<file path="config.mk">
export PLATFORM = sky130hd
export DESIGN_NAME = kp_host
export DESIGN_NICKNAME = d
export VERILOG_FILES = /design/src/rtl/kp_host.sv
export SDC_FILE = /design/constraint.sdc
export NUM_CORES = 1
export LEC_CHECK = 0
export BUFFER_PORTS_ARGS = -buffer_cell sky130_fd_sc_hd__buf_2
export CORE_UTILIZATION = 45
export CTS_CLUSTER_SIZE = 20
export DETAILED_ROUTE_END_ITERATION = 7
export PLACE_DENSITY_LB_ADDON = 0.1
export SETUP_SLACK_MARGIN = 0.15
export SLEW_MARGIN = 20
export SYNTH_ARGS = -nofsm -noshare
export SYNTH_HDL_FRONTEND = slang
export SYNTH_SLANG_ARGS = --single-unit
</file>
<file path="constraint.sdc">
create_clock -name CLK -period 2.5 [get_ports CLK]
set_input_delay 0.625 -clock CLK [delete_from_list [all_inputs] [get_ports CLK]]
set_output_delay 0.625 -clock CLK [all_outputs]
set_load 0.05 [all_outputs]
</file>
<file path="src/rtl/kp_host.sv">
// kp_host: PC-FX K-port host controller, runs one latch + 32-bit serial frame per START.
module kp_host #(
  parameter int HALF_DIV = 4
) (
  input  logic        CLK,
  input  logic        RESn,
  input  logic        CE,
  input  logic        START,
  input  logic        WRITE,
  input  logic [31:0] TDATA,
  output logic [31:0] RDATA,
  output logic        BUSY,
  output logic        DONE,
  output logic        KP_LATCH,
  output logic        KP_CLK,
  output logic        KP_RW,
  output logic        KP_DOUT,
  input  logic        KP_DIN
);
  // divider also spans the double-length latch phase, so it needs 2*HALF_DIV states
  localparam int DW = $clog2(2 * HALF_DIV);
  localparam logic [DW-1:0] LAT_END = DW'(2 * HALF_DIV - 1);
  localparam logic [DW-1:0] HALF_END = DW'(HALF_DIV - 1);

  typedef enum logic [1:0] {IDLE, LATCH, CLK_LO, CLK_HI} state_t;

  state_t state_q, state_d;
  logic [DW-1:0] div_q, div_d;
  logic [4:0] idx_q, idx_d;
  logic wr_q, wr_d;
  logic [31:0] tdata_q, tdata_d, shift_q, shift_d, rdata_q, rdata_d;
  logic busy_q, busy_d, done_q, done_d, latch_q, latch_d;
  logic kclk_q, kclk_d, rw_q, rw_d, dout_q, dout_d;

  always_comb begin
    state_d = state_q;
    div_d = div_q;
    idx_d = idx_q;
    wr_d = wr_q;
    tdata_d = tdata_q;
    shift_d = shift_q;
    rdata_d = rdata_q;
    busy_d = busy_q;
    done_d = 1'b0;
    latch_d = latch_q;
    kclk_d = kclk_q;
    rw_d = rw_q;
    dout_d = dout_q;
    if (CE) begin
      unique case (state_q)
        IDLE: if (START) begin
          wr_d = WRITE;
          tdata_d = TDATA;
          rw_d = ~WRITE;
          latch_d = 1'b1;
          busy_d = 1'b1;
          div_d = '0;
          idx_d = '0;
          state_d = LATCH;
        end
        LATCH: if (div_q == LAT_END) begin
          div_d = '0;
          latch_d = 1'b0;
          kclk_d = 1'b0;
          dout_d = wr_q & tdata_q[0];
          state_d = CLK_LO;
        end else div_d = div_q + 1'b1;
        CLK_LO: if (div_q == HALF_END) begin
          div_d = '0;
          kclk_d = 1'b1;
          shift_d[idx_q] = wr_q ? shift_q[idx_q] : KP_DIN;
          state_d = CLK_HI;
        end else div_d = div_q + 1'b1;
        CLK_HI: if (div_q == HALF_END) begin
          div_d = '0;
          if (idx_q == 5'd31) begin
            busy_d = 1'b0;
            done_d = 1'b1;
            rw_d = 1'b1;
            dout_d = 1'b0;
            rdata_d = wr_q ? rdata_q : shift_q;
            state_d = IDLE;
          end else begin
            idx_d = idx_q + 5'd1;
            kclk_d = 1'b0;
            dout_d = wr_q & tdata_q[idx_q+5'd1];
            state_d = CLK_LO;
          end
        end else div_d = div_q + 1'b1;
        default: state_d = IDLE;
      endcase
    end
  end

  // DONE follows done_d every CLK, so it clears on the next edge even with CE low
  always_ff @(posedge CLK or negedge RESn) begin
    if (!RESn) begin
      state_q <= IDLE;
      div_q <= '0;
      idx_q <= '0;
      wr_q <= 1'b0;
      tdata_q <= '0;
      shift_q <= '0;
      rdata_q <= '0;
      busy_q <= 1'b0;
      done_q <= 1'b0;
      latch_q <= 1'b0;
      kclk_q <= 1'b1;
      rw_q <= 1'b1;
      dout_q <= 1'b0;
    end else begin
      state_q <= state_d;
      div_q <= div_d;
      idx_q <= idx_d;
      wr_q <= wr_d;
      tdata_q <= tdata_d;
      shift_q <= shift_d;
      rdata_q <= rdata_d;
      busy_q <= busy_d;
      done_q <= done_d;
      latch_q <= latch_d;
      kclk_q <= kclk_d;
      rw_q <= rw_d;
      dout_q <= dout_d;
    end
  end

  assign RDATA = rdata_q;
  assign BUSY = busy_q;
  assign DONE = done_q;
  assign KP_LATCH = latch_q;
  assign KP_CLK = kclk_q;
  assign KP_RW = rw_q;
  assign KP_DOUT = dout_q;
endmodule
</file>
==> impl_results.md, run 1 <==
* Outcome: completed
* Leak at 0.00315 µW
* CTS Buf Count at 17
* FMAX at 442 MHz
* Worst EP arrival at 2.54 ns
* Syn Inst Count at 432
* Die span in y at 111 µm
* H-tree Lvls at 4
* Synthesized flop and latch total at 113
* Worst R2R End: KP_DOUT
* RD Place Congestion at 0.800
* Top post-synthesis cells by count: 111 x dfrtp_1, 68 x mux2_2, 43 x o21ai_0
* GRT overflow at 0
* Worst skew pair latency at 0.41 ns
* Final #Nets at 566
* Detail Route Antenna Nets at 0
* Post-CTS Setup Inserts at 0
* Full die area at 12200 µm²
* Fin crit share at 0.906
* Worst setup SP type: flip-flop
* Proportion of synthesized chip area in sequential cells at 0.533
* Clock Pin Slew Worst Setup and Hold Paths at 0.05 ns
* Core footprint at 11500 µm²
* Initial antenna violation count at 0
* Mean post-synth cell area at 12.3 µm²
* Top FF cell, synth: dfrtp_1
* DR iter-0 viols at 174
* TritonCTS clock tree: yes
* Worst-path maximum fanout at 9
* Post-synth EDFFs at 0
* FF-to-FF setup slack at 0.24 ns
* Syn Nets at 479
* Min-delay worst type: primary input to async pin
* DRC viols at 0
* Slew Viols, Final at 0
* Min Hold Slack at 0.193 ns
* Max IR drop VDD at 1.02 mV
* Rel. slew slack at 0.649
* Root buffer cell: clkbuf_16
* Dpl hpwl at 8150 µm
* Yosys top cell by area: dfrtp_1
* Tmin final at 2.26 ns
* Initial Utilization at 0.463
* First-pass GRT wire length at 19700 µm
* Via count at 3722
* N_diodes at 0
* CP Class: flip-flop to flip-flop
* Via density at 5.51
* Layout area overhead at 23.0%
* CP endpoint kind: flip-flop
* Final hold vios at 0
* YS warnings at 0
* Final setup fails at 0
* Post-Syn Area at 5310 µm²
* Largest net degree at the start of global routing at 46
* Async SR Flop Fraction at 1.00
* Synth top area cells: dfrtp_1 52%, mux2_2 14%, mux4_2 4.7%
* Router iterations before antenna repair at 4
* Max clock buf depth at 2
* Worst Path Required at 2.77 ns
* Vias in the first global route at 3865
* Power Density at 782 nW/µm²
* Share of layout cells above drive strength 1 at 0.410
* Most common cell in the netlist: dfrtp_1
* PortBufs at 75
* Synth top area share at 0.523
* Total clock sinks at 113
* RSZ-0062 raised after global routing: no
* Wire length per cell at 17.1 µm
* Reg-to-Reg Start: idx_q[0]
* Die width at 111 µm
* Gr usage total at 0.208
* Hold_buf cts at 0
* Max-cap viol count at 0
* Worst reg-to-reg path cell count at 8
* Ports at 76
* FP Rows at 39
* Measured slew at the worst slew-check pin at 0.526 ns
* Count of cell types in the netlist at 47
* Final setup TNS at 0 ns
* Routed Wire Length at 11500 µm
* Clk_skew at 0.0141 ns
## critical path: stages, from the launching register on
cell and delay, ns:
dfrtp_1 0.41, ha_1 0.28, and3_1 0.23, ha_4 0.32
nand4b_1 0.12, o21ai_0 0.10, o22a_1 0.22, a2111oi_2 0.36
nor3_1 0.10
## repair_timing
item                       in CTS  in global routing
setup endpoints to repair       1                 25
cloned                          0                  0
gates resized for setup         2                  4
hold endpoints to repair        0                  0
## how the worst max path moves through the flow
stage,from,end,depth (start not counted)
after floorplan,idx_q[0],KP_DOUT,11
after global placement,idx_q[0],KP_DOUT,8
after detailed placement,idx_q[0],KP_DOUT,8
after CTS,idx_q[1],KP_DOUT,8
after global routing,idx_q[0],KP_DOUT,8
final,idx_q[0],KP_DOUT,8
## state kept, by name, summed over array words and instances (netlist names)
register / cells
KP_DOUT: 1
KP_RW: 1
RDATA: 32
shift_q: 32
tdata_q: 32
wr_q: 1
div_q: 3
state_q: 2
KP_CLK: 1
BUSY: 1
idx_q: 5
KP_LATCH: 1
DONE: 1
## layout by cell type, fill, tap and decap left out, drive strengths merged, types with 3 or more instances in the layout
cell      n
clkbuf   27
and3      3
or3       3
buf      95
mux4     11
mux2     68
dfrtp   111
nor3      6
ha        9
nand2b    3
or2       6
o21ai    43
nor2     17
nand2    23
mux2i     9
nand3     8
nor2b     3
o41ai     5
o31ai    26
clkinv    5
inv      13
a21oi     7
o22ai     5
## through the flow
stage,setup slack (ns),utilization,area (µm²),instances,total power (µW)
2_1_floorplan,0.175,-,5320,432,2630
3_3_place_gp,0.235,0.518,5940,643,2850
3_5_place_dp,0.0976,0.518,5940,643,2870
4_1_cts,0.170,0.568,6510,675,5160
5_1_grt,0.149,0.570,6530,675,5350
6_report,0.236,0.570,6530,675,5110
## logic make-up after synthesis
family / count (synthesis) / synth area share
AOI/OAI and AO/OA: 98 / 0.121
xor gates and xnor gates: 2 / 0.00330
adders and majority gates: 9 / 0.0212
buffers and inverters: 41 / 0.0377
DFF: 113 / 0.533
muxes: 88 / 0.208
and+or+nand+nor: 81 / 0.0759
## power by group
group	internal, µW	switching [µW]
registers	1920	91.5
logic	364	465
clock network	1490	772
total	3780	1330
## final cells by class
class	instances	area [µm²]
Timing Repair Buffer	95	586
Fill cell	978	4940
Sequential cell	113	2830
Multi-Input combinational cell	278	2320
Inverter	14	52.6
Tap cell	143	179
Clock inverter	5	50.0
Clock buffer	27	513
## routing by layer
layer  track usage  up-vias  wire length, µm
met5             0        -                0
met4        0.0782        0              144
met3        0.0637       13              593
met2         0.294       95             5200
met1         0.298     1840             5570
li1              -     1774                -
No activity file was read; power rests on OpenSTA's default activity.
==> inputs of run 2 (changes only) <==
--- a/config.mk
+++ b/config.mk
@@ -6,10 +6,12 @@
 export NUM_CORES = 1
 export LEC_CHECK = 0
 export BUFFER_PORTS_ARGS = -buffer_cell sky130_fd_sc_hd__buf_2
+export CAP_MARGIN = 10
 export CORE_UTILIZATION = 45
 export CTS_CLUSTER_SIZE = 20
 export DETAILED_ROUTE_END_ITERATION = 7
-export PLACE_DENSITY_LB_ADDON = 0.1
+export PLACE_DENSITY_LB_ADDON = 0.05
+export REMOVE_ABC_BUFFERS = 1
 export SETUP_SLACK_MARGIN = 0.15
 export SLEW_MARGIN = 20
 export SYNTH_ARGS = -nofsm -noshare
==> impl_results.md, run 2 (synthesis results as in run 1) <==
* CTS Buf Count at 17
* Fin crit share at 0.897
* Cell Area, Placed at 5910 µm²
* Ports at 76
* Detail Route Antenna Nets at 0
* Slew Viols, Final at 0
* Final setup fails at 0
* Most frequent cells in the layout: 111 x dfrtp_1, 74 x buf_2, 68 x mux2_2
* PortBufs at 75
* CP Class: flip-flop to flip-flop
* Finished layout cell area at 6460 µm²
* Worst slack at placement at 0.156 ns
* Worst setup SP type: flip-flop
* FMAX at 446 MHz
* GRT overflow at 0
* Final setup TNS at 0 ns
* Power, Total at 4960 µW
* Initial Utilization at 0.463
* CP endpoint kind: flip-flop
* Routed Wire Length at 11100 µm
* Die width at 111 µm
* Gr usage total at 0.196
* Largest net degree at the start of global routing at 45
* Via count at 3725
* Rel. slew slack at 0.363
* Tmin final at 2.24 ns
* Dpl hpwl at 7810 µm
* N_diodes at 0
* Worst-path maximum fanout at 5
* FP Rows at 39
* Worst skew pair latency at 0.42 ns
* Final #Nets at 564
* First-pass GRT wire length at 18800 µm
* Worst Path Required at 2.79 ns
* Full die area at 12200 µm²
* Vias in the first global route at 3845
* DRC viols at 0
* RSZ-0062 raised after global routing: yes
* Max clock buf depth at 2
* CP max stage delay at 0.39 ns
* Core footprint at 11500 µm²
* Share of layout cells above drive strength 1 at 0.402
* Final hold vios at 0
* Placed Cells at 641
* Commonest non-fill, non-tap cell in the layout: dfrtp_1
* Slowest cell on crit path: dfrtp_1
* Critical-path cell list: ha_1, ha_1, nor2b_1, a211o_1, mux2_2, nor4b_1, nor3_1
* Clk_skew at 0.00983 ns
* Initial antenna violation count at 0
* Worst setup margin at 0.258 ns
* Wire length per cell at 16.5 µm
* Router iterations before antenna repair at 4
* Measured slew at the worst slew-check pin at 0.952 ns
* Total clock sinks at 113
* Leak at 0.00311 µW
* Min-delay worst type: primary input to async pin
* Layout area overhead at 21.6%
* Clock Pin Slew Worst Setup and Hold Paths at 0.06 ns
* Via density at 5.55
* Worst EP arrival at 2.53 ns
* Max IR drop VDD at 0.508 mV
* Power Density at 767 nW/µm²
* H-tree Lvls at 4
* TritonCTS clock tree: yes
* RD Place Congestion at 0.797
* Outcome: completed
* DR iter-0 viols at 95
* Non-filler cells, final at 671
* Root buffer cell: clkbuf_16
* Die span in y at 111 µm
* Cell mode on critical path: ha_1
* Max-cap viol count at 0
==> run 2: path summary, 6_finish.rpt <==
path | slack (ns) | from | cells past startpoint | endpoint
worst max-delay path | 0.26 | div_q[0] | 7 | KP_DOUT
worst min-delay path | 0.20 | RESn | 1 | shift_q[1]
worst max register to register | 0.26 | div_q[0] | 7 | KP_DOUT
worst min register to register | 0.50 | RDATA[15] | 1 | RDATA[15]
max in group asynchronous | 1.64 | RESn | 2 | RDATA[10]
min in group CLK | 0.36 | WRITE | 2 | KP_RW
==> run 2: final cells by class <==
cell class / instances / area (µm²)
clock inverters: 7 / 62.6
multi-input cells: 278 / 2310
fillers: 989 / 5010
clock buffers: 23 / 458
repair buffers: 93 / 562
well taps: 143 / 179
flip-flops and latches: 113 / 2830
inverters: 14 / 52.6
==> run 2: per-layer routing <==
| layer | part of all wire | global-route usage | up-vias |
|---|---|---|---|
| li1 | - | - | 1770 |
| met1 | 0.44 | 0.239 | 1850 |
| met2 | 0.49 | 0.319 | 84 |
| met3 | 0.042 | 0.0598 | 21 |
| met4 | 0.023 | 0.0898 | 0 |
| met5 | 0 | 0 | - |
==> run 2: power by group <==
part           switching, µW  total (µW)  leakage (µW)  internal, µW
Combinational            450         793       0.00134           343
Sequential              93.4        2020       0.00152          1920
Clock                    780        2150      0.000256          1360
==> run 2: through the flow <==
stage	hold slack, ns	util
final	0.203	0.563
after CTS	0.217	0.561
after global routing	0.247	0.563
after global placement	0.470	0.516
after floorplan	0.329	-
after detailed placement	0.487	0.516
==> run 2: critical path, delay by kind of cell (launching register included) <==
family,cells,cell delay [ns]
and+or+nand+nor,3,0.62
adders and majority gates,2,0.48
DFF,1,0.39
muxes,1,0.39
AOI/OAI and AO/OA,1,0.23
==> run 2: what timing repair did <==
| action | in CTS | in global routing |
|---|---|---|
| endpoints found under the setup margin | 0 | 33 |
| hold buffers | 0 | 0 |
| buffers inserted | 0 | 0 |
| resized for setup | 0 | 6 |
